===== src/rtl/fifo_wr_sched.sv =====
// Write-side scheduler for the async FIFO. It arbitrates requesters onto the write port
// and grants a burst only after reserving free space for every word of it.
module fifo_wr_sched #(
  parameter int ADDRSIZE = 4,
  parameter int DSIZE    = 8,
  parameter int NREQ     = 4,
  parameter int LENW     = 4
) (
  input  logic                    wclk,
  input  logic                    wrst_n,
  input  logic [NREQ-1:0]         req,
  input  logic [NREQ*LENW-1:0]    req_len,
  input  logic [NREQ-1:0]         req_valid,
  input  logic [NREQ*DSIZE-1:0]   req_data,
  output logic [NREQ-1:0]         gnt,
  output logic [NREQ-1:0]         req_ack,
  input  logic [ADDRSIZE:0]       wq2_rptr,
  output logic                    winc,
  output logic [ADDRSIZE-1:0]     waddr,
  output logic [DSIZE-1:0]        wdata,
  output logic [ADDRSIZE:0]       wptr,
  output logic                    wfull,
  output logic [ADDRSIZE:0]       wfree
);

  localparam int PW = ADDRSIZE + 1;
  localparam int IW = (NREQ > 1) ? $clog2(NREQ) : 1;
  localparam int SW = IW + 1;
  localparam int CW = ((LENW > ADDRSIZE) ? LENW : ADDRSIZE) + 1;
  localparam logic [PW-1:0] DEPTH = {1'b1, {ADDRSIZE{1'b0}}};

  typedef enum logic {
    IDLE  = 1'b0,
    BURST = 1'b1
  } state_t;

  state_t            state_q, state_d;
  logic [PW-1:0]     wbin_q, wbin_d;
  logic [PW-1:0]     wptr_q, wptr_d;
  logic [NREQ-1:0]   gnt_q, gnt_d;
  logic [IW-1:0]     gidx_q, gidx_d;
  logic [IW-1:0]     rr_q, rr_d;
  logic [LENW-1:0]   cnt_q, cnt_d;
  logic              wfull_q, wfull_d;
  logic [PW-1:0]     wfree_q, wfree_d;

  logic [LENW-1:0]   len_a  [NREQ];
  logic [DSIZE-1:0]  data_a [NREQ];
  logic [PW-1:0]     rbin;

  logic              cand_found;
  logic [IW-1:0]     cand_idx;
  logic [SW-1:0]     scan_idx;
  logic [LENW-1:0]   cand_len;
  logic [PW-1:0]     free_now;
  logic [CW-1:0]     need;
  logic              fits;

  for (genvar gi = 0; gi < NREQ; gi++) begin : g_unpack
    assign len_a[gi]  = req_len[gi*LENW +: LENW];
    assign data_a[gi] = req_data[gi*DSIZE +: DSIZE];
  end

  // Gray to binary: each binary bit is the XOR of all Gray bits at or above it.
  for (genvar gi = 0; gi < PW; gi++) begin : g_g2b
    assign rbin[gi] = ^wq2_rptr[ADDRSIZE:gi];
  end

  // Round-robin scan starting at rr; the first asserted request is head-of-line.
  always_comb begin
    cand_found = 1'b0;
    cand_idx   = '0;
    scan_idx   = '0;
    for (int k = 0; k < NREQ; k++) begin
      scan_idx = {1'b0, rr_q} + SW'(k);
      if (scan_idx >= SW'(NREQ)) begin
        scan_idx = scan_idx - SW'(NREQ);
      end
      if (!cand_found && req[scan_idx[IW-1:0]]) begin
        cand_found = 1'b1;
        cand_idx   = scan_idx[IW-1:0];
      end
    end
  end

  assign cand_len = len_a[cand_idx];
  assign free_now = DEPTH - (wbin_q - rbin);
  assign need     = CW'(cand_len) + CW'(1);
  assign fits     = (CW'(free_now) >= need);

  assign winc    = (state_q == BURST) && req_valid[gidx_q];
  assign req_ack = winc ? gnt_q : '0;
  assign wdata   = data_a[gidx_q];
  assign waddr   = wbin_q[ADDRSIZE-1:0];
  assign gnt     = gnt_q;
  assign wptr    = wptr_q;
  assign wfull   = wfull_q;
  assign wfree   = wfree_q;

  always_comb begin
    state_d = state_q;
    gnt_d   = gnt_q;
    gidx_d  = gidx_q;
    rr_d    = rr_q;
    cnt_d   = cnt_q;
    case (state_q)
      IDLE: begin
        if (cand_found && fits) begin
          state_d = BURST;
          gnt_d   = NREQ'(1) << cand_idx;
          gidx_d  = cand_idx;
          cnt_d   = cand_len;
        end
      end
      BURST: begin
        if (winc) begin
          if (cnt_q == '0) begin
            state_d = IDLE;
            gnt_d   = '0;
            rr_d    = (gidx_q == IW'(NREQ - 1)) ? '0 : gidx_q + IW'(1);
          end else begin
            cnt_d = cnt_q - LENW'(1);
          end
        end
      end
      default: state_d = IDLE;
    endcase
  end

  // Space flags follow the post-write pointer so they are exact the cycle after a write.
  always_comb begin
    wbin_d  = wbin_q + {{ADDRSIZE{1'b0}}, winc};
    wptr_d  = wbin_d ^ (wbin_d >> 1);
    wfree_d = DEPTH - (wbin_d - rbin);
    wfull_d = (wfree_d == '0);
  end

  always_ff @(posedge wclk or negedge wrst_n) begin
    if (!wrst_n) begin
      state_q <= IDLE;
      wbin_q  <= '0;
      wptr_q  <= '0;
      gnt_q   <= '0;
      gidx_q  <= '0;
      rr_q    <= '0;
      cnt_q   <= '0;
      wfull_q <= 1'b0;
      wfree_q <= DEPTH;
    end else begin
      state_q <= state_d;
      wbin_q  <= wbin_d;
      wptr_q  <= wptr_d;
      gnt_q   <= gnt_d;
      gidx_q  <= gidx_d;
      rr_q    <= rr_d;
      cnt_q   <= cnt_d;
      wfull_q <= wfull_d;
      wfree_q <= wfree_d;
    end
  end

endmodule


===== config.mk =====
export PLATFORM = sky130hd
export DESIGN_NAME = fifo_wr_sched
export DESIGN_NICKNAME = d
export VERILOG_FILES = /design/src/rtl/fifo_wr_sched.sv
export SDC_FILE = /design/constraint.sdc
export NUM_CORES = 1
export LEC_CHECK = 0
export CAP_MARGIN = 20
export CORE_ASPECT_RATIO = 1.25
export CORE_MARGIN = 4
export CORE_UTILIZATION = 45
export CTS_CLUSTER_SIZE = 20
export DETAILED_ROUTE_END_ITERATION = 10
export GPL_ROUTABILITY_DRIVEN = 0
export GPL_TIMING_DRIVEN = 0
export PLACE_DENSITY = 0.87
export SYNTH_ARGS = -nofsm -noshare
export SYNTH_HDL_FRONTEND = slang
export SYNTH_SLANG_ARGS = --single-unit

===== constraint.sdc =====
create_clock -name wclk -period 6 [get_ports wclk]
set_clock_uncertainty 0.15 [all_clocks]
set_input_delay 0.6 -clock wclk [delete_from_list [all_inputs] [get_ports wclk]]
set_output_delay 0.6 -clock wclk [all_outputs]
set_load 0.01 [all_outputs]

After elaboration in Yosys (flattened, before gate mapping). Index checks and enable logic that the tools add are counted. W data, S select, Z words.

Word-level logic and storage cells: 106. ROM bits: 0. Memory bits (writable): 0. Input bits: 63. Register bits: 29. Latch bits: 0. Output and inout port bits: 32. Memories kept: 0.

Order comparisons: 12. Reductions and logical operators: 18. Multipliers: 0. $add $sub $neg: 15. Bitwise operators: 4. Eq/ne operators: 5. Divide/modulo/power cells: 0. Shift-type cells: 1. Muxes and demuxes: 42.

Operators with widths (number): $mux W4 (9); $mux W2 (9); $bmux W8 S2 (1); $mux W8 (2); $pmux W4 S2 (2); $ge A3 B3 Y1 const B (5); $lt A2 B3 Y1 const B (5); $mux W1 (12); $bmux W1 S2 (5); $sub A5 B5 Y5 (2); $sub A5 B5 Y5 const A (2); $reduce_and A3 Y1 (3); $bmux W4 S2 (1); $sub A2 B1 Y2 const B (4); $add A2 B2 Y3 const B (2); $ne A2 B2 Y1 const B (3); $not A2 Y3 (2); $add A4 B1 Y5 const B (1); $add A5 B1 Y5 (1); $ge A5 B5 Y1 (1); $logic_and A1 B1 Y1 (5); $logic_not A5 Y1 (1); $reduce_xor A5 Y1 (1); $xor A5 B4 Y5 (1); other kinds (15) (17).

Depth between registers and ports, before layout. Gate-level depths: netlist of the first run.

Depth after elaboration: 23. Depth in mapped cells: 16. Mapped depth without buffers: 16.

Worst setup path after synthesis of the first run. No wires, ideal clock.

Kind: input port to flip-flop. From: input port wq2_rptr[4]. To: register gnt_q[0] (netlist: gnt[0]). Stages on the path: 16. Required time: 5.728 ns. Setup slack: 1.918 ns. Buffers on the path: 0. Arrival time: 3.810 ns. Library setup time: 0.122 ns. Cells stage by stage: xor2_1 xor2_1 xor2_1 xnor2_1 ha_1 inv_1 ha_1 inv_1 fa_1 inv_1 ha_1 a211o_1 a21oi_1 nor3_1 o22ai_1 o2bb2ai_1.

Cells in the longest elaborated chain, start to end: 7. Elaborated cells on any way between the ends: 10. Those cells by class: add/sub (2); order compare (1); eq/ne (1); reduce/logical (6).

RTL lines: from (decl) (line 17) `input logic [ADDRSIZE:0] wq2_rptr,`; $reduce_xor A5 Y1, or another cell as far along (line 66) `assign rbin[gi] = ^wq2_rptr[ADDRSIZE:gi];`; $sub A5 B5 Y5 * (2 in series) (line 87) `assign free_now = DEPTH - (wbin_q - rbin);`; $ge A5 B5 Y1 * (line 89) `assign fits = (CW'(free_now) >= need);`; $logic_and A1 B1 Y1 * (line 108) `if (cand_found && fits) begin`; $ne A2 B2 Y1 (no source line) *; $reduce_and A3 Y1 (no source line) *; to (signal assigned) (line 153) `gnt_q <= gnt_d;`; to (decl) (line 40) `logic [NREQ-1:0] gnt_q, gnt_d;`.

Every way passes the cells marked *; elsewhere a longest branch is shown, timed or not. A chain may end at the register's enable or synchronous reset.

Worst setup path in the final report of the first run.
From: input port wq2_rptr[4]. To: register gnt_q[1] (netlist: gnt[1]).

Same word-level chain as after synthesis.

==> results of run 1 <==
## metal layers
layer	share of wire	routed length (µm)	GRT usage
met3	0.063	338	0.0383
met2	0.53	2820	0.355
met4	0.010	55	0.0337
met1	0.40	2120	0.213
met5	0	0	0
## critical path: cells and delay by family
family                   cells  cell delay (ns)
AO/OA/AOI/OAI                4             0.74
buffers and inverters        3             0.64
XOR/XNOR                     5             1.27
AND/OR/NAND/NOR              1             0.73
adder cells (fa/ha/maj)      4             1.01
## cells by family (layout without fill, tap and decap cells)
family / after synthesis / count (layout) / share of synthesized area
AO/OA/AOI/OAI: 28 / 28 / 0.100
XOR/XNOR: 22 / 22 / 0.0912
adder cells (fa/ha/maj): 25 / 25 / 0.155
buffers and inverters: 26 / 125 / 0.0480
flip-flops: 28 / 28 / 0.332
multiplexers: 29 / 29 / 0.197
AND/OR/NAND/NOR: 29 / 29 / 0.0758
## cells in the mapped netlist (2+ instances only)
cell type and n:
nor2_1 4, nand2b_1 6, xnor2_1 12, dfrtp_1 27, nand3_1 3, ha_1 23
xor2_1 10, fa_1 2, o21a_1 2, clkbuf_1 2, mux4_2 9, inv_1 22
mux2i_1 12, nor3_1 3, o2bb2ai_1 4, a21oi_1 6, mux2_2 7, a21o_1 5
o21ai_0 4, nand2_1 6, and3_1 4
## sequential cells by signal, indices dropped and copies added (netlist names)
name and count:
wptr 4, gidx_q 2, gnt 4, wfree 5
rr_q 2, wfull 1, cnt_q 4, wbin_q 5
state_q 1
## metrics by stage
step | util | hold slack [ns] | area (µm²) | power [µW]
global route | 0.723 | 0.395 | 3220 | 1830
global placement | 0.701 | 0.347 | 3130 | 1500
finish | 0.723 | 0.365 | 3220 | 1670
CTS | 0.723 | 0.372 | 3220 | 1700
floorplan | - | 0.154 | 2110 | 1130
detailed placement | 0.707 | 0.348 | 3150 | 1540
## power by group through the flow
stage               clock network (µW)  registers [µW]  logic, µW
floorplan                            0             373        755
global placement                     0             353       1140
detailed placement                   0             355       1180
CTS                                151             353       1200
global route                       159             364       1310
finish                             147             351       1180
## final cells by class
class                      instances  area share
timing repair buffer              95       0.300
tap                               58      0.0225
clock buffer                       3      0.0128
multi-input combinational        133       0.406
clock inverter                     1     0.00931
sequential                        28       0.218
inverter                          22      0.0256
buffer                             4     0.00582
## path summary, 6_finish.rpt
path                                startpoint               endpoint  cells after the start
hold reg to reg             gnt[3]$_DFFE_PN0P_     gnt[3]$_DFFE_PN0P_                      1
max in group asynchronous               wrst_n  gidx_q[1]$_DFFE_PN0P_                      2
min in group asynchronous               wrst_n     wfree[1]$_DFF_PN0_                      1
setup reg to reg           rr_q[1]$_DFFE_PN0P_     gnt[1]$_DFFE_PN0P_                     12
hold / removal              gnt[3]$_DFFE_PN0P_     gnt[3]$_DFFE_PN0P_                      1
setup / recovery                   wq2_rptr[4]     gnt[1]$_DFFE_PN0P_                     17
==> metrics.txt, run 1 <==
1st-iter DRT viols=35; CP Launch Type=primary input; share of cells above drive strength 1=0.0909; most frequent cells in the layout=94 x clkdlybuf4s50_1, 27 x dfrtp_1, 23 x ha_1, 22 x inv_1; Synth Net Count=275; P_sw=668 µW; 1st-pass router iterations=4; status=finished clean; initial antenna violation count=0; fin worst setup slack=1.01 ns; area occupied by multi-input gates=0.00131 mm²; final worst path period share=0.832; power density cells=519 mW/mm²; Num CTS Buffers=3; register area share after synthesis=0.332; Synth Flop Type=dfrtp_1; setup TNS=0 ns; Die H=84.6 µm; WL per Instance=15.5 µm; Critical Path Max Stage Delay=0.73 ns; mean area per synthesized cell=11.3 µm²; Netlist Area Pre-Place=0.00211 mm²; fill count=347; Slew Limit Fails=0; CORE AREA=0.00446 mm²; Slew HR=0.362; via count=1782; Least-Margin Pin Slew=0.950 ns; RSZ-0062 raised after global routing=no; unique cell type count in the Yosys netlist=35; first-pass GRT wire length=8980 µm; async set-reset flop share out of synthesis=1.00; Tot GR Track Use=0.186; register area=702 µm²; Post-Syn Instances=187; FF+latch count, synth=28; chain of cells forming the critical path=clkdlybuf4s50_1 -> xor2_1 -> xor2_1 -> xor2_1 -> xnor2_1 -> ha_1 -> inv_1 -> ha_1 -> inv_1 -> fa_1 -> xnor2_1 -> ha_1 -> o21a_1 -> a21oi_1 -> nor3_1 -> o22ai_1 -> o2bb2ai_1; CTS tree=built; endpoints failing setup=0; Internal=1010 µW; largest net degree at the start of global routing=17; most common cell after layout, fill and taps aside=clkdlybuf4s50_1; vias in the first global route=1878; fmax=200 MHz; root buf cell=clkbuf_8; CTS resizes=0; Cell Rows=27; P&R area growth vs syn=52.7%; ranking of synthesized cells by area=dfrtp_1 32%, ha_1 14%, mux4_2 9.6%, mux2i_1 5.7%, xnor2_1 5.0%; Synth area leader=dfrtp_1; Port-buffer cells=94; logic gate share of total power=0.702; post-synth top area share=0.320; Switching Fraction=0.399; Hold Buf Count CTS=0; drt drc=0; worst-case clock buffer depth=2; clock power share=0.088; CTS sink count=28; synth warn=0; antenna cell count=0; Finished Layout Cells=344; Setup CP Type=primary input to flip-flop; sequential power share=0.210; # nets final=375; leak pwr=0.00142 µW; Die Width=69.3 µm; reg-to-reg slack, setup=1.85 ns; hpwl dp=4530 µm; number of enable flip-flop cells after synthesis=0; Reg clk slew, reported paths=0.10 ns; IO Pins=95; max_cap viols=0; H-tree Lvls=1; arrival time worst endpoint=5.00 ns; dpl ws=0.650 ns; Critical Path End Type=flip-flop; Final min period=4.99 ns; Vias per Instance=5.18; IR drop worst, VDD=0.000378 V; worst hold path class=flip-flop to flip-flop; Hold Vio Cnt, Final=0; slowest CP cell=nor3_1; antenna-violating nets left=0; GR Overflow Total=0; Initial Util=0.474; CP Data Required Time=6.01 ns; CP Max Fanout=9; placed cell count=340; Detailed Route WL=5330 µm; post-CTS setup buffer count=0; Clock Latency Late Sink=0.27 ns; die area=0.00586 mm²
No activity file was read; power rests on OpenSTA's default activity.
==> run 2, diff against run 1 <==
--- a/config.mk
+++ b/config.mk
@@ -8,12 +8,12 @@
 export CAP_MARGIN = 20
 export CORE_ASPECT_RATIO = 1.25
 export CORE_MARGIN = 4
-export CORE_UTILIZATION = 45
+export CORE_UTILIZATION = 38
 export CTS_CLUSTER_SIZE = 20
 export DETAILED_ROUTE_END_ITERATION = 10
 export GPL_ROUTABILITY_DRIVEN = 0
 export GPL_TIMING_DRIVEN = 0
-export PLACE_DENSITY = 0.87
+export PLACE_DENSITY = 0.78
 export SYNTH_ARGS = -nofsm -noshare
 export SYNTH_HDL_FRONTEND = slang
 export SYNTH_SLANG_ARGS = --single-unit
==> constraint.sdc (replaced) <==
create_clock -name wclk -period 4.1 [get_ports wclk]
set_clock_uncertainty 0.15 [all_clocks]
set_input_delay 0.41 -clock wclk [delete_from_list [all_inputs] [get_ports wclk]]
set_output_delay 0.41 -clock wclk [all_outputs]
set_load 0.01 [all_outputs]
==> run 2 against run 1 <==
  * Hold slack improved by 0.0049 ns
  * Sequential cell count did not move
  * Via count is 2.6% higher
  * Worst setup slack lost 0.84 ns
  * Sequential power grew 46%
  * Sequential share of layout area fell by 0.53 points
  * Non-clock buffer count up 5
  * First-iteration DRC count increased by 97%
  * Routed wire length increased by 1.8%
  * Die area increased by 16%
  * Critical path depth decreased by 1
  * Critical path type unchanged
==> metrics.txt, run 2 (same netlist as run 1, synthesis figures left out) <==
status=finished clean; worst-case clock buffer depth=2 (unchanged); register area=702 µm² (unchanged); first-pass GRT wire length=8750 µm (-2.6%); area occupied by multi-input gates=0.00136 mm² (+3.6%); via count=1828 (+2.6%); CTS sink count=28 (unchanged); Hold Vio Cnt, Final=0 (unchanged); PnR Total Power=2500 µW (+49%); Critical Path Max Stage Delay=0.51 ns (-0.22 ns); P&R area growth vs syn=56.5%; CP Data Required Time=4.12 ns (-1.89 ns); largest net degree at the start of global routing=19 (+2); fin worst setup slack=0.170 ns (-0.840 ns); CP bufs+invs=4 (+1); initial antenna violation count=0 (unchanged); most common cell after layout, fill and taps aside=clkdlybuf4s50_1; Final min period=3.93 ns; die area=0.00682 mm² (+16%); 1st-iter DRT viols=69 (+97%); vias in the first global route=1952 (+3.9%); IO Pins=95 (unchanged); leak pwr=0.00146 µW (+2.7%); arrival time worst endpoint=3.95 ns (-1.05 ns); Hold Buf Count CTS=0 (unchanged); Port-buffer cells=94 (unchanged); Cell Rows=30 (+11%); Setup CP Type=primary input to flip-flop; # nets final=380 (+1.3%); Die Width=74.7 µm (+7.8%); endpoints failing setup=0 (unchanged); Core Util, Final=0.611 (-0.112); fill count=474 (+37%); root buf cell=clkbuf_8; DP Area=0.00315 mm² (-0.16%); WL per Instance=15.3 µm (-1.4%); 1st-pass router iterations=4 (unchanged); slowest CP cell=clkdlybuf4s50_1; Die H=91.4 µm (+8.0%); IR drop worst, VDD=0.000504 V (+33%); Tot GR Track Use=0.161 (-0.0253); GR Overflow Total=0 (unchanged); power density cells=757 mW/mm² (+46%); final worst path period share=0.959; hpwl dp=4560 µm (+0.55%); clock power share=0.086 (-0.002); share of cells above drive strength 1=0.134 (+0.0431); Critical Path End Type=flip-flop; fmax=254 MHz; H-tree Lvls=1 (unchanged); Detailed Route WL=5420 µm (+1.8%); max_cap viols=0 (unchanged); Slew Limit Fails=0 (unchanged); CORE AREA=0.00541 mm² (+21%); Switching Fraction=0.401 (+0.00186); CTS tree=built; Least-Margin Pin Slew=0.814 ns (-0.137 ns); Hold Worst Slack=0.370 ns (+0.00489 ns); Clock Latency Late Sink=0.27 ns (about the same); Vias per Instance=5.15 (-0.60%); drt drc=0 (unchanged); CP Launch Type=primary input; Design Area, Final=0.00330 mm² (+2.5%); worst hold path class=flip-flop to flip-flop; most frequent cells in the layout=93 x clkdlybuf4s50_1, 27 x dfrtp_1, 23 x ha_1, 22 x inv_1; dpl ws=-1.11 ns (-1.76 ns); delay-heaviest family, CP=adder cells; antenna-violating nets left=0 (unchanged); Internal=1500 µW (+49%); Initial Util=0.391 (-0.0829); chain of cells forming the critical path=clkdlybuf4s50_1 -> xor2_2 -> xor2_2 -> xor2_2 -> buf_4 -> ha_1 -> ha_1 -> inv_1 -> fa_1 -> inv_1 -> ha_1 -> a211o_1 -> a21oi_2 -> nor3_4 -> o21bai_2 -> o21a_1; Reg clk slew, reported paths=0.09 ns (about the same); CP Max Fanout=9 (unchanged); Num CTS Buffers=3 (unchanged); P_sw=1000 µW (+50%); logic gate share of total power=0.710 (+0.008); sequential power share=0.205 (-0.005); antenna cell count=0 (unchanged); Slew HR=0.456 (+0.0943)
-- run 2: cell types whose count changed in the layout (fill, tap and decap cells not counted), sizes merged --
cell,before,now
buf,3,8
dlygate4sd2,0,1
clkdlybuf4s50,94,93
-- run 2: worst reg2reg max path, cell delays in order, from the launching register on --
cell      delay [ns]
dfrtp_1         0.35
clkbuf_2        0.26
mux4_2          0.44
nand2_1         0.16
inv_1           0.10
ha_1            0.22
ha_1            0.21
xor2_1          0.26
inv_1           0.12
ha_1            0.36
fa_1            0.45
xor2_1          0.18
or4_1           0.40
nor2_1          0.10
-- run 2: final timing paths --
kind,slack [ns],depth (start not counted),endpoint,startpoint
worst max-delay path,0.17,16,cnt_q[3]$_DFFE_PN0P_,wq2_rptr[3]
worst min-delay path,0.37,1,gnt[0]$_DFFE_PN0P_,gnt[0]$_DFFE_PN0P_
worst max register to register,0.29,13,wfull$_DFF_PN0_,gidx_q[1]$_DFFE_PN0P_
worst min register to register,0.37,1,gnt[0]$_DFFE_PN0P_,gnt[0]$_DFFE_PN0P_
max in group asynchronous,2.80,2,rr_q[0]$_DFFE_PN0P_,wrst_n
min in group asynchronous,0.45,1,wfree[3]$_DFF_PN0_,wrst_n
-- run 2: power groups by stage --
stage	Combinational, µW	Clock, µW	Sequential (µW)
finish	1770	215	511
CTS	1790	222	514
floorplan	1110	0	546
detailed placement	1720	0	518
global placement	1680	0	517
global route	1990	234	532
-- run 2: metal layers --
metal  GRT usage  share of wire  vias up
met2       0.306           0.54       82
met1       0.171           0.33      870
li1            -              -      872
met4      0.0267         0.0098        0
met3      0.0465           0.12        4
met5           0              0        -
-- run 2: final cells by class --
cell class              instances  area share
multi-input cells             133       0.410
repair buffers                100       0.300
flip-flops and latches         28       0.212
inverters                      22      0.0250
well taps                      64      0.0242
clock buffers                   3      0.0125
clock inverters                 1     0.00909
plain buffers                   4     0.00606
-- run 2: timing repair --
action / in CTS / in global routing
setup buffers: 2 / 3
pin swaps: 2 / 2
resized for setup: 7 / 4
setup endpoints to repair: 11 / 9
hold endpoints to repair: 0 / 0
-- run 2: through the flow --
step | instances | setup TNS (ns)
6_report | 355 | 0
5_1_grt | 355 | -0.0201
3_3_place_gp | 345 | -10.28
3_5_place_dp | 346 | -10.92
4_1_cts | 352 | 0
2_1_floorplan | 187 | 0
